==> src/rtl/jtag_pkg.sv <==
// Shared TAP definitions: IEEE 1149.1 state encoding and opcode constants sized by IR width.
package jtag_pkg;

    localparam int unsigned TAP_STATE_W = 4;
    localparam int unsigned IDCODE_W    = 32;

    typedef enum logic [TAP_STATE_W-1:0] {
        EXIT2_DR         = 4'h0,
        EXIT1_DR         = 4'h1,
        SHIFT_DR         = 4'h2,
        PAUSE_DR         = 4'h3,
        SELECT_IR        = 4'h4,
        UPDATE_DR        = 4'h5,
        CAPTURE_DR       = 4'h6,
        SELECT_DR        = 4'h7,
        EXIT2_IR         = 4'h8,
        EXIT1_IR         = 4'h9,
        SHIFT_IR         = 4'hA,
        PAUSE_IR         = 4'hB,
        RUN_IDLE         = 4'hC,
        UPDATE_IR        = 4'hD,
        CAPTURE_IR       = 4'hE,
        TEST_LOGIC_RESET = 4'hF
    } tap_state_e;

    // All-ones mask for an instruction register of width ir_w (ir_w <= 31).
    function automatic logic [31:0] ir_mask(input int unsigned ir_w);
        return (32'h1 << ir_w) - 32'h1;
    endfunction

    function automatic logic [31:0] op_extest(input int unsigned ir_w);
        return ir_mask(ir_w) & 32'h0;
    endfunction

    function automatic logic [31:0] op_sample(input int unsigned ir_w);
        return ir_mask(ir_w) & 32'h1;
    endfunction

    function automatic logic [31:0] op_idcode(input int unsigned ir_w);
        return ir_mask(ir_w) & 32'h2;
    endfunction

    function automatic logic [31:0] op_bypass(input int unsigned ir_w);
        return ir_mask(ir_w);
    endfunction

endpackage

==> src/rtl/jtag_tap_fsm.sv <==
// 16-state IEEE 1149.1 TAP controller; TRST low at a TCLK edge forces Test-Logic-Reset.
module jtag_tap_fsm
    import jtag_pkg::*;
(
    input  logic                   TCLK,
    input  logic                   TRST,
    input  logic                   TMS,
    output logic [TAP_STATE_W-1:0] tap_state
);

    tap_state_e state_q;
    tap_state_e state_d;

    always_ff @(posedge TCLK) begin
        if (!TRST) begin
            state_q <= TEST_LOGIC_RESET;
        end else begin
            state_q <= state_d;
        end
    end

    always_comb begin
        state_d = state_q;
        case (state_q)
            TEST_LOGIC_RESET: state_d = TMS ? TEST_LOGIC_RESET : RUN_IDLE;
            RUN_IDLE:         state_d = TMS ? SELECT_DR        : RUN_IDLE;
            SELECT_DR:        state_d = TMS ? SELECT_IR        : CAPTURE_DR;
            CAPTURE_DR:       state_d = TMS ? EXIT1_DR         : SHIFT_DR;
            SHIFT_DR:         state_d = TMS ? EXIT1_DR         : SHIFT_DR;
            EXIT1_DR:         state_d = TMS ? UPDATE_DR        : PAUSE_DR;
            PAUSE_DR:         state_d = TMS ? EXIT2_DR         : PAUSE_DR;
            EXIT2_DR:         state_d = TMS ? UPDATE_DR        : SHIFT_DR;
            UPDATE_DR:        state_d = TMS ? SELECT_DR        : RUN_IDLE;
            SELECT_IR:        state_d = TMS ? TEST_LOGIC_RESET : CAPTURE_IR;
            CAPTURE_IR:       state_d = TMS ? EXIT1_IR         : SHIFT_IR;
            SHIFT_IR:         state_d = TMS ? EXIT1_IR         : SHIFT_IR;
            EXIT1_IR:         state_d = TMS ? UPDATE_IR        : PAUSE_IR;
            PAUSE_IR:         state_d = TMS ? EXIT2_IR         : PAUSE_IR;
            EXIT2_IR:         state_d = TMS ? UPDATE_IR        : SHIFT_IR;
            UPDATE_IR:        state_d = TMS ? SELECT_DR        : RUN_IDLE;
            default:          state_d = TEST_LOGIC_RESET;
        endcase
    end

    assign tap_state = state_q;

endmodule

==> src/rtl/jtag_tap_param.sv <==
// JTAG TAP with IR, bypass, optional IDCODE and external BSR strobes.
// Define JTAG_IDCODE_EN to include the 32-bit IDCODE register (reset instruction becomes IDCODE).
module jtag_tap_param
    import jtag_pkg::*;
#(
    parameter int unsigned IR_W       = 4,
    parameter int unsigned BSR_LEN    = 36,
    parameter logic [31:0] IDCODE_VAL = 32'h0000_0001
) (
    input  logic                   TCLK,
    input  logic                   TRST,
    input  logic                   TMS,
    input  logic                   TDI,
    output logic                   TDO,
    output logic                   tdo_en,
    input  logic                   bsr_tdo,
    output logic                   bsr_capture,
    output logic                   bsr_shift,
    output logic                   bsr_update,
    output logic                   bsr_mode,
    output logic [IR_W-1:0]        ir_out,
    output logic [TAP_STATE_W-1:0] tap_state
);

    if (IR_W < 2) begin : g_ir_w_chk
        $error("jtag_tap_param: IR_W must be at least 2");
    end
    if (IDCODE_VAL[0] != 1'b1) begin : g_idcode_chk
        $error("jtag_tap_param: IDCODE_VAL bit 0 must be 1");
    end
    if (BSR_LEN == 0) begin : g_bsr_chk
        $error("jtag_tap_param: BSR_LEN must be nonzero");
    end

    localparam logic [IR_W-1:0] OP_EXTEST = IR_W'(op_extest(IR_W));
    localparam logic [IR_W-1:0] OP_SAMPLE = IR_W'(op_sample(IR_W));
`ifdef JTAG_IDCODE_EN
    localparam logic [IR_W-1:0] OP_IDCODE = IR_W'(op_idcode(IR_W));
    localparam logic [IR_W-1:0] RESET_IR  = OP_IDCODE;
`else
    localparam logic [IR_W-1:0] RESET_IR  = IR_W'(op_bypass(IR_W));
`endif

    tap_state_e      st;
    logic [IR_W-1:0] ir_sr;
    logic [IR_W-1:0] ir_q;
    logic            bypass_q;
    logic            sel_extest_c;
    logic            sel_bsr_c;
    logic            sel_idcode_c;
    logic            idcode_lsb_c;

    jtag_tap_fsm u_fsm (
        .TCLK      (TCLK),
        .TRST      (TRST),
        .TMS       (TMS),
        .tap_state (tap_state)
    );

    assign st = tap_state_e'(tap_state);

    assign sel_extest_c = (ir_q == OP_EXTEST);
    assign sel_bsr_c    = sel_extest_c || (ir_q == OP_SAMPLE);

`ifdef JTAG_IDCODE_EN
    logic [IDCODE_W-1:0] idcode_q;

    assign sel_idcode_c = (ir_q == OP_IDCODE);
    assign idcode_lsb_c = idcode_q[0];

    always_ff @(posedge TCLK) begin
        if (!TRST) begin
            idcode_q <= IDCODE_VAL;
        end else if (st == CAPTURE_DR) begin
            idcode_q <= IDCODE_VAL;
        end else if (st == SHIFT_DR && sel_idcode_c) begin
            idcode_q <= {TDI, idcode_q[IDCODE_W-1:1]};
        end
    end
`else
    assign sel_idcode_c = 1'b0;
    assign idcode_lsb_c = 1'b0;
`endif

    // IR shift stage and active instruction; leaving Select-IR with TMS=1 enters reset.
    always_ff @(posedge TCLK) begin
        if (!TRST) begin
            ir_sr <= '0;
            ir_q  <= RESET_IR;
        end else begin
            case (st)
                CAPTURE_IR:       ir_sr <= IR_W'(2'b01);
                SHIFT_IR:         ir_sr <= {TDI, ir_sr[IR_W-1:1]};
                UPDATE_IR:        ir_q  <= ir_sr;
                TEST_LOGIC_RESET: ir_q  <= RESET_IR;
                SELECT_IR:        if (TMS) ir_q <= RESET_IR;
                default:          ;
            endcase
        end
    end

    // Bypass is the default DR for every opcode not claimed by BSR or IDCODE.
    always_ff @(posedge TCLK) begin
        if (!TRST) begin
            bypass_q <= 1'b0;
        end else if (st == CAPTURE_DR) begin
            bypass_q <= 1'b0;
        end else if (st == SHIFT_DR && !sel_bsr_c && !sel_idcode_c) begin
            bypass_q <= TDI;
        end
    end

    always_comb begin
        tdo_en      = 1'b0;
        TDO         = 1'b0;
        bsr_capture = 1'b0;
        bsr_shift   = 1'b0;
        bsr_update  = 1'b0;
        case (st)
            SHIFT_IR: begin
                tdo_en = 1'b1;
                TDO    = ir_sr[0];
            end
            SHIFT_DR: begin
                tdo_en    = 1'b1;
                bsr_shift = sel_bsr_c;
                if (sel_bsr_c)         TDO = bsr_tdo;
                else if (sel_idcode_c) TDO = idcode_lsb_c;
                else                   TDO = bypass_q;
            end
            CAPTURE_DR: bsr_capture = sel_bsr_c;
            UPDATE_DR:  bsr_update  = sel_bsr_c;
            default:    ;
        endcase
    end

    assign bsr_mode = sel_extest_c;
    assign ir_out   = ir_q;

endmodule

==> config.mk <==
export PLATFORM = sky130hd
export DESIGN_NAME = jtag_tap_param
export DESIGN_NICKNAME = d
export VERILOG_FILES = /design/src/rtl/jtag_pkg.sv /design/src/rtl/jtag_tap_fsm.sv /design/src/rtl/jtag_tap_param.sv
export SDC_FILE = /design/constraint.sdc
export NUM_CORES = 1
export LEC_CHECK = 0
export CAP_MARGIN = 20
export CORE_AREA = 2 2 45 47
export CTS_CLUSTER_DIAMETER = 60
export DETAILED_ROUTE_END_ITERATION = 6
export DIE_AREA = 0 0 47 49
export DONT_BUFFER_PORTS = 1
export GPL_TIMING_DRIVEN = 0
export SETUP_SLACK_MARGIN = 0.02
export SLEW_MARGIN = 20
export SYNTH_ARGS = -nofsm -noshare
export SYNTH_HDL_FRONTEND = slang
export SYNTH_SLANG_ARGS = --single-unit
==> constraint.sdc <==
create_clock -name TCLK -period 2.54 [get_ports TCLK]
set_input_delay 0.381 -clock TCLK [delete_from_list [all_inputs] [get_ports TCLK]]
set_output_delay 0.381 -clock TCLK [all_outputs]
set_load 0.1 [all_outputs]
==> Yosys cells after proc, flatten, opt, wreduce, memory -nomap -nowiden <==
Cells that the tools add are included.
Widths: inputs -> output; s select.
{ "word_totals": {"register_bits": 13, "output_inout_bits": 14} }
{ "op_classes": {"eq_ne": 17, "mux": 22, "n_bitwise": 1, "n_reduce_logical": 13} }
{ "op_table": {"columns": ["cell", "n"], "rows": [
  ["$pmux 4 s12", 1],
  ["$eq 4x4->1 const B", 8],
  ["$eq 4x3->1 const B", 4],
  ["$mux 2", 6],
  ["$mux 3", 4],
  ["$pmux 4 s3", 1],
  ["$eq 4x1->1 const B", 2],
  ["$eq 4x2->1 const B", 2],
  ["$logic_not 4->1", 2],
  ["$mux 4", 2],
  ["$pmux 4 s2", 1],
  ["$reduce_or 2->1", 4],
  ["$mux 1", 6],
  ["$reduce_bool 3->1", 1],
  ["$reduce_or 3->1", 1],
  ["$ne 2x2->1 const B", 1],
  ["$pmux 1 s2", 1],
  ["$reduce_and 2->1", 1],
  ["$reduce_bool 2->1", 1],
  ["$logic_and 1x1->1", 1],
  ["$logic_not 1->1", 1],
  ["$logic_or 1x1->1", 1],
  ["$not 1->1", 1]
]} }

==> Logic depth before layout (Yosys ltp) <==
{ "depth": {"depth_word": 4, "depth_mapped": 5, "depth_no_buf": 3} }

==> Hierarchy <==
A second synthesis with hierarchy kept.
{ "hier_totals": {"cells_unflattened": 75, "hier_area_um2": 679.4} }
{ "modules_own_cells": {"columns": ["module", "instances", "cells_per_inst", "area_per_inst_um2", "seq_area_each_um2"], "rows": [
  ["jtag_tap_param", 1, 53, 495.5, 180.2],
  ["jtag_tap_fsm", 1, 22, 183.9, 80.1]
]} }

==> Worst setup path before layout <==
No wires, ideal clock.
{ "synth_path": {"kind": "register -> output", "start": "register u_fsm.state_q[3] (netlist: u_fsm.tap_state[3])", "end": "output TDO", "arrival_ns": 4.487, "t_required_ns": 2.159, "setup_slack_ns": -2.328, "path_stages_with_launch": 5, "path_buffers": 2, "cell_sequence": "dfxtp_1 -> buf_2 -> clkbuf_1 -> nor3_1 -> nor4_1"} }
{ "synth_via": {"elab_chain_cells": 2} }
{ "synth_rtl": {"columns": ["element", "line_no", "rtl"], "rows": [
  ["from (decl)", "jtag_tap_fsm.sv:11", "tap_state_e state_q;"],
  ["from (signal assigned)", "jtag_tap_fsm.sv:18", "state_q <= state_d;"],
  ["$eq 4x2->1 or $eq 4x4->1 (tied branches)", "jtag_tap_param.sv:119", "case (st)"],
  ["$pmux 1 s2 *", "jtag_tap_param.sv:119", null],
  ["to (decl)", "jtag_tap_param.sv:14", "output logic TDO,"]
]} }
Every way passes the cells marked *; elsewhere a longest branch is shown, timed or not.

==> Worst setup path in the final report <==
{ "layout_path": {"start": "register u_fsm.state_q[1] (netlist: u_fsm.tap_state[1])", "end": "output bsr_shift"} }
{ "layout_via": {"elab_chain_cells": 2} }
{ "layout_rtl": {"columns": ["element", "line_no", "rtl"], "rows": [
  ["$eq 4x2->1", "jtag_tap_param.sv:119", null],
  ["$mux 1", "jtag_tap_param.sv:119", null],
  ["to (decl)", "jtag_tap_param.sv:18", "output logic bsr_shift,"]
]} }
Every way passes these cells.

==> flow_summary.json <==
{
  "drt_iter0_drc": 6,
  "syn_warnings": 0,
  "globalRouteMet2Util_pct": 20.09,
  "power_uw": 541.2,
  "tritoncts": "yes",
  "fin_nets": 92,
  "grt_antenna_before_repair": 0,
  "worstSkewPairLatency_ns": 0.28,
  "number_of_clock_sinks_seen_by_cts": 13,
  "power.combinational.fraction_pct": 16.7,
  "final-hold-violation-count": 0,
  "wl_per_cell_um": 13.38,
  "power_per_cell_area_mw_per_mm2": 611.8,
  "gp_routability_congestion": 0.7016,
  "grt_start_max_net_pins": 18,
  "postSynthRegisterBits": 13,
  "synthesis.area_per_instance_um2": 8.743,
  "holdCritPathClass": "in2reg",
  "postRouteWirelength_um": 1512,
  "final_setup_fails": 0,
  "max-vdd-ir-drop_v": 0.0002929,
  "routed-via-count": 606,
  "chipWidth_um": 47,
  "end_of_the_worst_register_to_register_path": "ir_sr[1]$_SDFFE_PN0N_",
  "post_route_cells_drive_above_1_share_pct": 39.53,
  "most_crowded_layer_gr": "met1",
  "clock_input_transition_at_the_sequential_cells_of_the_worst_setup_and_hold_paths_ns": 0.09,
  "power.sequential.fraction_pct": 59.2,
  "synthTopCellsByArea": "dfxtp_1, a2bb2oi_1, or3b_2, nand2_1, nor2b_1",
  "rrSetupSlack_ns": 0.60,
  "detail-route-antenna-nets": 0,
  "power_report.internal_total_uw": 318.5,
  "slew_violations": 0,
  "globalRouteOverflowTotal": 0,
  "drt-pass1-iter-count": 4,
  "syn2layout_area_growth_pct": 28.08,
  "clock_power_share_pct": 24.1,
  "layout_worst_path_cycle_share_pct": 98.23,
  "ioPinCount": 19,
  "max_freq_mhz": 400.8,
  "vias_in_the_first_global_route": 541,
  "timing.rr.start": "u_fsm.tap_state[3]$_SDFF_PN1_",
  "cap_viol_max_count": 0,
  "grt_pass1_wl_um": 2470,
  "cts_buffers": 3,
  "timing.hold.worst.start": "TMS",
  "critPathCaptureType": "output pin",
  "critical_path_arrival_ns": 2.11,
  "rsz0062_at_grt": "true",
  "average_vias_per_placed_instance": 5.363,
  "cp_max_fo": 8,
  "clockBufferDepth": 2,
  "fin_crit_ns": 2.495,
  "result_of_the_run": "finished, final reports clean",
  "dp.final_hpwl_um": 1119,
  "worst_r2r_path_depth": 4,
  "skew_final_ns": 0.007501,
  "netSwitchingPower_uw": 222.7,
  "groute.layer.met3.usage_pct": 2.593,
  "worstSetupStartpoint": "u_fsm.tap_state[1]$_SDFF_PN1_",
  "num-fill-cells": 191,
  "register_area_share_after_synthesis_pct": 37.68,
  "utilization_pct": 48.03,
  "fp.dieArea_mm2": 0.002303,
  "synth.top_cell.area_share_pct": 37.68,
  "mappedNetlistNets": 84,
  "synthCells": 79,
  "port-buffer-count": 0,
  "critical_path_required_ns": 2.16,
  "start_kind": "register",
  "diodes": 0,
  "max_slew_margin_pct": 29.89,
  "cts.root.buffer_cell": "clkbuf_4",
  "netSwitchingFraction_pct": 41.15,
  "core.rowCount": 16,
  "setup.worst_path.end": "bsr_shift",
  "post-route-drc-count": 0,
  "die_height_um": 49,
  "classification_of_the_worst_setup_path": "reg2out",
  "synth_top_area_cell": "dfxtp_1",
  "syn_area_um2": 690.7,
  "core_area_mm2": 0.001842,
  "timing_worst_slew_pin_value_ns": 1.050,
  "gr-usage-all-layers_pct": 14.51,
  "initial_core_util_pct": 37.50,
  "cellLeakagePower_uw": 0.0003429,
  "met1_usage_pct": 21.25,
  "cts-htree-levels": 1,
  "yosys.cell_types.count": 32
}
[Yosys cell counts]
master / instances
nand3b_1: 1
or2b_2: 1
or3_1: 1
or4b_1: 1
a21oi_1: 4
or3b_4: 1
nor3_1: 5
or4b_2: 1
clkbuf_1: 2
nor2_1: 1
o31a_1: 1
or2b_1: 2
nand4_1: 1
o221a_2: 1
a2bb2oi_1: 4
and4_2: 1
nor4b_1: 1
and2b_1: 2
mux2i_1: 1
o21ai_0: 3
buf_2: 2
inv_1: 2
o311a_2: 1
nor2b_1: 5
nand2_1: 9
a21o_1: 1
buf_4: 1
dfxtp_1: 13
or3b_2: 4
nand2b_1: 1
nor4_1: 2
a21boi_0: 3
[power by group through the flow]
stage | clock [uW] | combinational, uW | sequential [uW]
after detailed placement | 0 | 83.5 | 327
after CTS | 139 | 88.6 | 321
after global placement | 0 | 82.0 | 327
after floorplan | 0 | 70.8 | 323
after global routing | 145 | 98.6 | 324
final | 130 | 90.5 | 320
[registers in the layout (all words and copies together) (netlist names)]
signal	flops
u_fsm.tap_state	4
ir_sr	4
ir_out	4
bypass_q	1
[how the worst min path moves through the flow]
stage	to	slack [ns]	depth (start not counted)
global placement	ir_sr[2]$_SDFFE_PN0N_	0.48	2
finish	u_fsm.tap_state[0]$_SDFF_PN1_	0.27	2
detailed placement	ir_sr[2]$_SDFFE_PN0N_	0.48	2
CTS	u_fsm.tap_state[0]$_SDFF_PN1_	0.27	2
floorplan	ir_sr[2]$_SDFFE_PN0N_	0.45	2
global route	u_fsm.tap_state[1]$_SDFF_PN1_	0.29	1
[cell families after synthesis]
family                 Yosys count  share of synthesized area (%)
AOI/OAI and AO/OA               18                          19.02
buffers and inverters            7                          4.711
DFF                             13                          37.68
muxes                            1                          1.449
and+or+nand+nor                 40                          37.14
[routing by layer]
layer | wire (um) | up-vias
li1 | - | 305
met1 | 710 | 286
met2 | 730 | 13
met3 | 61 | 2
met4 | 9 | 0
met5 | 0 | -
[critical path, cell delays in order, from the launching register on]
cell     delay, ns
dfxtp_4       0.57
or3b_4        0.49
nor3_4        0.77
[cell usage in the layout (no fill, tap or decap), types with 2 or more instances in the layout]
cell / instances
a2bb2oi_1: 4
dfxtp_1: 6
o21ai_0: 3
a21oi_1: 4
nor3_4: 2
or2b_1: 2
nor4_4: 2
clkbuf_4: 3
a21boi_0: 3
nand2_1: 8
buf_4: 2
inv_1: 2
clkbuf_1: 2
dfxtp_4: 7
or3b_2: 4
buf_8: 2
nor2b_1: 5
nor3_1: 3
[timing repair]
item | in CTS | in global routing
buffers inserted | 2 | 0
setup endpoints to repair | 4 | 4
hold buffers | 0 | 0
pin swaps | 2 | 1
resized for setup | 5 | 5
[final cells by class]
type	instances	area [um2]	area share [%]
multi-input combinational	59	461.7	52.19
buffer	4	27.53	3.112
sequential	13	286.5	32.39
tap	27	33.78	3.819
clock buffer	4	26.28	2.970
inverter	2	7.507	0.8487
timing repair buffer	4	41.29	4.668
[stage by stage]
stage | hold slack (ns) | setup WS, ns | instance area, um2 | setup TNS [ns] | instances
finish | 0.2732 | 0.04508 | 884.6 | 0 | 113
global route | 0.2914 | -0.004634 | 884.6 | -0.004634 | 113
CTS | 0.2673 | 0.02465 | 873.3 | 0 | 113
detailed placement | 0.4812 | -0.006616 | 823.3 | -0.006616 | 108
floorplan | 0.4499 | -0.4274 | 759.5 | -0.4274 | 79
global placement | 0.4758 | -0.5587 | 793.3 | -0.5750 | 106
No activity file was read; power rests on OpenSTA's default activity.
